$ cat src/rtl/sub_seq_if.sv
// Operand/result handshake bundle for sub_seq.
// master drives operands and out_ready; slave is the subtractor.
interface sub_seq_if #(
  parameter int unsigned WIDTH = 32
) ();
  logic             in_valid;
  logic             in_ready;
  logic [WIDTH-1:0] a;
  logic [WIDTH-1:0] b;
  logic             bin;
  logic             out_valid;
  logic             out_ready;
  logic [WIDTH-1:0] result;
  logic             bout;
  logic             ovf;
  logic             zero;

  modport master (
    output in_valid, a, b, bin, out_ready,
    input  in_ready, out_valid, result, bout, ovf, zero
  );

  modport slave (
    input  in_valid, a, b, bin, out_ready,
    output in_ready, out_valid, result, bout, ovf, zero
  );
endinterface

$ cat src/rtl/sub_seq.sv
// Sequential subtractor: a - b - bin computed CHUNK bits per cycle over WIDTH/CHUNK cycles.
// Optional SUB_SEQ_SAT_EN clamps the result to 0 on unsigned underflow.
module sub_seq #(
  parameter int unsigned WIDTH = 32,
  parameter int unsigned CHUNK = 8
) (
  input logic       clk,
  input logic       rst,
  sub_seq_if.slave  bus
);
  localparam int unsigned N  = WIDTH / CHUNK;
  localparam int unsigned KW = (N > 1) ? $clog2(N) : 1;

  localparam logic [1:0] IDLE = 2'd0;
  localparam logic [1:0] RUN  = 2'd1;
  localparam logic [1:0] DONE = 2'd2;

  logic [1:0]       r_state;
  logic [KW-1:0]    r_k;
  logic [WIDTH-1:0] r_a;
  logic [WIDTH-1:0] r_b;
  logic [WIDTH-1:0] r_res;
  logic             r_borrow;
  logic             r_bout;
  logic             r_ovf;
  logic             r_zero;

  logic [CHUNK-1:0] w_a_chunk;
  logic [CHUNK-1:0] w_b_chunk;
  logic [CHUNK:0]   w_diff;
  logic [WIDTH-1:0] w_res_next;
  logic [WIDTH-1:0] w_res_final;
  logic             w_last;
  logic             w_ovf;
  logic             w_zero;

  // Chunk select and merge are written as decoded loops to keep index arithmetic constant.
  always_comb begin
    w_a_chunk  = '0;
    w_b_chunk  = '0;
    w_res_next = r_res;
    for (int i = 0; i < int'(N); i++) begin
      if (r_k == KW'(i)) begin
        w_a_chunk = r_a[i*CHUNK +: CHUNK];
        w_b_chunk = r_b[i*CHUNK +: CHUNK];
      end
    end
    w_diff = {1'b0, w_a_chunk} - {1'b0, w_b_chunk} - {{CHUNK{1'b0}}, r_borrow};
    for (int i = 0; i < int'(N); i++) begin
      if (r_k == KW'(i)) begin
        w_res_next[i*CHUNK +: CHUNK] = w_diff[CHUNK-1:0];
      end
    end
  end

  always_comb begin
    w_last = (r_k == KW'(N - 1));
    // Overflow uses the raw difference, before any saturation.
    w_ovf  = (r_a[WIDTH-1] != r_b[WIDTH-1]) && (w_res_next[WIDTH-1] != r_a[WIDTH-1]);
`ifdef SUB_SEQ_SAT_EN
    w_res_final = w_diff[CHUNK] ? '0 : w_res_next;
`else
    w_res_final = w_res_next;
`endif
    w_zero = (w_res_final == '0);
  end

  always_ff @(posedge clk or posedge rst) begin
    if (rst) begin
      r_state  <= IDLE;
      r_k      <= '0;
      r_a      <= '0;
      r_b      <= '0;
      r_res    <= '0;
      r_borrow <= 1'b0;
      r_bout   <= 1'b0;
      r_ovf    <= 1'b0;
      r_zero   <= 1'b0;
    end else begin
      case (r_state)
        IDLE: begin
          if (bus.in_valid) begin
            r_a      <= bus.a;
            r_b      <= bus.b;
            r_borrow <= bus.bin;
            r_k      <= '0;
            r_res    <= '0;
            r_bout   <= 1'b0;
            r_ovf    <= 1'b0;
            r_zero   <= 1'b0;
            r_state  <= RUN;
          end
        end
        RUN: begin
          r_borrow <= w_diff[CHUNK];
          r_k      <= r_k + 1'b1;
          if (w_last) begin
            r_res   <= w_res_final;
            r_bout  <= w_diff[CHUNK];
            r_ovf   <= w_ovf;
            r_zero  <= w_zero;
            r_state <= DONE;
          end else begin
            r_res   <= w_res_next;
          end
        end
        DONE: begin
          if (bus.out_ready) begin
            r_state <= IDLE;
          end
        end
        default: r_state <= IDLE;
      endcase
    end
  end

  assign bus.in_ready  = (r_state == IDLE);
  assign bus.out_valid = (r_state == DONE);
  assign bus.result    = r_res;
  assign bus.bout      = r_bout;
  assign bus.ovf       = r_ovf;
  assign bus.zero      = r_zero;
endmodule

$ cat src/flat_wrapper.sv
// flat-port wrapper written by rule: the top's interface ports become plain ports
module sub_seq_flat 
#(
  parameter int unsigned WIDTH = 32,
  parameter int unsigned CHUNK = 8
)
  (clk, rst, bus_in_valid, bus_a, bus_b, bus_bin, bus_out_ready, bus_in_ready, bus_out_valid, bus_result, bus_bout, bus_ovf, bus_zero);
  sub_seq_if #(.WIDTH(WIDTH)) bus_i ();
  input logic clk;
  input logic rst;
  input wire logic [$bits(bus_i.in_valid)-1:0] bus_in_valid;
  input wire logic [$bits(bus_i.a)-1:0] bus_a;
  input wire logic [$bits(bus_i.b)-1:0] bus_b;
  input wire logic [$bits(bus_i.bin)-1:0] bus_bin;
  input wire logic [$bits(bus_i.out_ready)-1:0] bus_out_ready;
  output wire logic [$bits(bus_i.in_ready)-1:0] bus_in_ready;
  output wire logic [$bits(bus_i.out_valid)-1:0] bus_out_valid;
  output wire logic [$bits(bus_i.result)-1:0] bus_result;
  output wire logic [$bits(bus_i.bout)-1:0] bus_bout;
  output wire logic [$bits(bus_i.ovf)-1:0] bus_ovf;
  output wire logic [$bits(bus_i.zero)-1:0] bus_zero;
  assign bus_i.in_valid = bus_in_valid;
  assign bus_i.a = bus_a;
  assign bus_i.b = bus_b;
  assign bus_i.bin = bus_bin;
  assign bus_i.out_ready = bus_out_ready;
  assign bus_in_ready = bus_i.in_ready;
  assign bus_out_valid = bus_i.out_valid;
  assign bus_result = bus_i.result;
  assign bus_bout = bus_i.bout;
  assign bus_ovf = bus_i.ovf;
  assign bus_zero = bus_i.zero;
  sub_seq #(.WIDTH(WIDTH), .CHUNK(CHUNK)) u_core (.clk(clk), .rst(rst), .bus(bus_i));
endmodule
$ cat config.mk
export PLATFORM = sky130hd
export DESIGN_NAME = sub_seq_flat
export DESIGN_NICKNAME = d
export VERILOG_FILES = /design/src/rtl/sub_seq_if.sv /design/src/rtl/sub_seq.sv /design/src/flat_wrapper.sv
export SDC_FILE = /design/constraint.sdc
export NUM_CORES = 1
export LEC_CHECK = 0
export BUFFER_PORTS_ARGS = -buffer_cell sky130_fd_sc_hd__buf_2
export CAP_MARGIN = 20
export CORE_UTILIZATION = 45
export CTS_CLUSTER_SIZE = 10
export DETAILED_ROUTE_END_ITERATION = 10
export HOLD_SLACK_MARGIN = 0.05
export PLACE_DENSITY = 0.66
export SLEW_MARGIN = 25
export SYNTH_ARGS = -nofsm -noshare
export SYNTH_HDL_FRONTEND = slang
export SYNTH_SLANG_ARGS = --single-unit
$ cat constraint.sdc
create_clock -name clk -period 6.8 [get_ports clk]
set_input_delay 1.36 -clock clk [delete_from_list [all_inputs] [get_ports clk]]
set_output_delay 1.36 -clock clk [all_outputs]
set_load 0.05 [all_outputs]
==> results.txt <==
critical path capture point type = flip-flop
Layout Nets = 784
Slew Viols, Final = 0
CP delay by family, top = adder cells
die area = 0.0120 mm²
warnings from Yosys = 0
Die Height = 109 µm
Final ANT Viol Nets = 0
Synth Instances = 611
ANT cells = 0
GRT busiest layer = met2
Slew HR = 43.9%
CP max-delay cell = ha_1
fillers = 1075
Post-CTS Resized = 0
clock root buffer master = clkbuf_16
Hold Crit Start = u_core.r_a[12]$_DFFE_PP0P_
Peak Freq = 228 MHz
Die Width = 109 µm
Setup Viol. Count Final = 0
sequential area share after synthesis = 50.2%
r2r setup slk = 2.42 ns
initial DRC count = 192
commonest non-fill, non-tap cell in the layout = nand2_1
largest net degree at the start of global routing = 74
vias in the first global route = 4321
multi-input logic area = 0.00236 mm²
grt ovf = 0
grt met2 use = 38.4%
Worst Max-Slew Pin Slew = 0.842 ns
outcome = finished, final reports clean
routed vias/inst = 5.37
Final Non-Filler Cells = 841
Initial Utilization = 47.0%
layout cells sized above 1 = 19.4%
cts hold-fix bufs = 0
hold endpoint = u_core.r_a[12]$_DFFE_PP0P_
Crit Path Class = flip-flop to flip-flop
Num CTS Buffers = 9
FP Rows = 38
initial antenna violation count = 0
RSZ-0062 raised after global routing = false
Register Area = 0.00260 mm²
R2R Path End = u_core.bus.ovf$_DFFE_PP0P_
clock-pin slew on the worst setup and hold paths = 0.07 ns
crit path time final = 4.38 ns
Max stage delay on crit path = 0.55 ns
DRC = 0
Worst-Skew Late Latency = 0.34 ns
Arr. time, crit path = 4.61 ns
CTS tree = done
startpoint types = flip-flop
period utilization = 64.4%
Buf+Inv Stages, Crit Path = 4
dpl cells = 826
DR pass1 iterations = 4
Critical path origin = u_core.r_k[1]$_DFFE_PP0P_
clock buffer depth = 2
PortBufs = 105
Syn Area/Cell = 8.49 µm²
I/O Pins = 106
worst-path maximum fanout = 28
most frequent cells in the layout = nand2_1 (234), buf_2 (105), dfrtp_1 (104)
RR Startpoint = u_core.r_k[1]$_DFFE_PP0P_
Synth async-reset ratio = 100%
Core Area = 0.0110 mm²
first-pass GRT wire length = 21200 µm
CP cell instances = inv_1 > ha_1 > buf_4 > nor2_1 > a21oi_1 > nor2_1 > a21oi_1 > o21ai_0 > ha_1 > inv_1 > ha_1 > inv_1 > o31ai_1 > and4b_1 > or3_4 > and2_0 > a221o_1
worst reg2reg path depth = 17
grt met1 use = 31.7%
GR Util All Layers = 23.4%
postcts setup bufs = 0
Main synth FF type = dfrtp_1
Synth Cell Area = 0.00518 mm²
CP required = 7.03 ns
via count = 4515
HP Class = flip-flop to flip-flop
H-tree depth = 3
HPWL after detailed placement = 9380 µm
CTS Sinks = 104
number of flops mapped to enable cells by yosys = 0
Post-Synthesis Net Count = 698
Wirelength per Cell = 15.6 µm
Min-Delay Path Depth = 2
Final Hold Viols = 0
clk_skew = 0.0100 ns
WL final = 13200 µm
met3 Use GR = 2.67%
max_cap viols = 0
Setup TNS = 0 ns
GPL Wtd Cong = 0.872
Layout area overhead = 17.2%
Cell variety after synth = 46
Seq cells post-synth = 104
==> metrics by stage <==
step           utilization (%)  area [µm²]  hold slack [ns]  setup WS [ns]
5_1_grt                   55.1        6070            0.500           2.09
6_report                  55.1        6070            0.479           2.42
2_1_floorplan                -        5180            0.445           2.71
4_1_cts                   55.0        6070            0.481           2.40
3_5_place_dp              52.6        5800            0.463           2.42
3_3_place_gp              52.6        5800            0.461           2.60
==> routing by layer <==
layer  share of wire, %  wire, µm
met1                 46      6000
met2                 46      6100
met3                6.0       785
met4                2.1       278
met5                  0         0
==> sequential cells by signal, summed over array words and instances (netlist names) <==
name               flops
u_core.bus.zero        1
u_core.r_borrow        1
u_core.r_b            32
u_core.r_a            32
u_core.bus.result     32
u_core.bus.ovf         1
u_core.bus.bout        1
u_core.r_state         2
u_core.r_k             2
==> cells in the mapped netlist, types with 2 or more instances <==
cell type | n | area, µm²
a21oi_1 | 35 | 175
a221o_1 | 2 | 20.0
a22o_1 | 13 | 114
a32o_1 | 16 | 160
and3_1 | 2 | 12.5
buf_1 | 11 | 41.3
clkbuf_1 | 24 | 90.1
dfrtp_1 | 104 | 2600
fa_1 | 2 | 40.0
ha_1 | 16 | 200
inv_1 | 21 | 78.8
mux2i_1 | 9 | 90.1
nand2_1 | 235 | 882
nand2b_1 | 5 | 31.3
nand3_1 | 4 | 20.0
nand3b_1 | 2 | 15.0
nor2_1 | 36 | 135
nor2b_1 | 3 | 18.8
nor3_1 | 7 | 35.0
nor4_1 | 6 | 37.5
o21ai_0 | 28 | 140
o22ai_1 | 2 | 12.5
o31ai_1 | 2 | 15.0
xnor2_1 | 4 | 35.0
==> final cells by class <==
| class | instances | area share, % |
|---|---|---|
| Sequential cell | 104 | 42.8 |
| Multi-Input combinational cell | 448 | 38.9 |
| Timing Repair Buffer | 112 | 9.52 |
| Clock buffer | 10 | 3.93 |
| Tap cell | 140 | 2.88 |
| Inverter | 22 | 1.40 |
| Clock inverter | 5 | 0.556 |
==> worst max-delay path by stage <==
stage,endpoint,slack (ns),cells after the start
after floorplan,u_core.bus.bout$_DFFE_PP0P_,2.71,1
after global placement,u_core.bus.ovf$_DFFE_PP0P_,2.60,16
after detailed placement,u_core.bus.ovf$_DFFE_PP0P_,2.42,16
after CTS,u_core.bus.ovf$_DFFE_PP0P_,2.40,17
after global routing,u_core.bus.ovf$_DFFE_PP0P_,2.09,17
final,u_core.bus.ovf$_DFFE_PP0P_,2.42,17
==> kinds of logic after synthesis <==
| group | share of synthesized area [%] |
|---|---|
| AOI/OAI and AO/OA | 14.3 |
| xor gates and xnor gates | 0.845 |
| adders and majority gates | 4.63 |
| buffers and inverters | 4.44 |
| DFF | 50.2 |
| muxes | 1.74 |
| and+or+nand+nor | 23.8 |
==> worst reg2reg max path, delay by kind of cell (launching register included) <==
family                     cells  cell delay, ns
AOI/OAI and AO/OA              5            1.07
adders and majority gates      3            1.20
buffers and inverters          4            0.64
DFF                            1            0.40
and+or+nand+nor                5            0.95
Power is left out: the tool's default activity adds up to more than one toggle a clock period on the data nets, which glitch-free logic cannot reach.
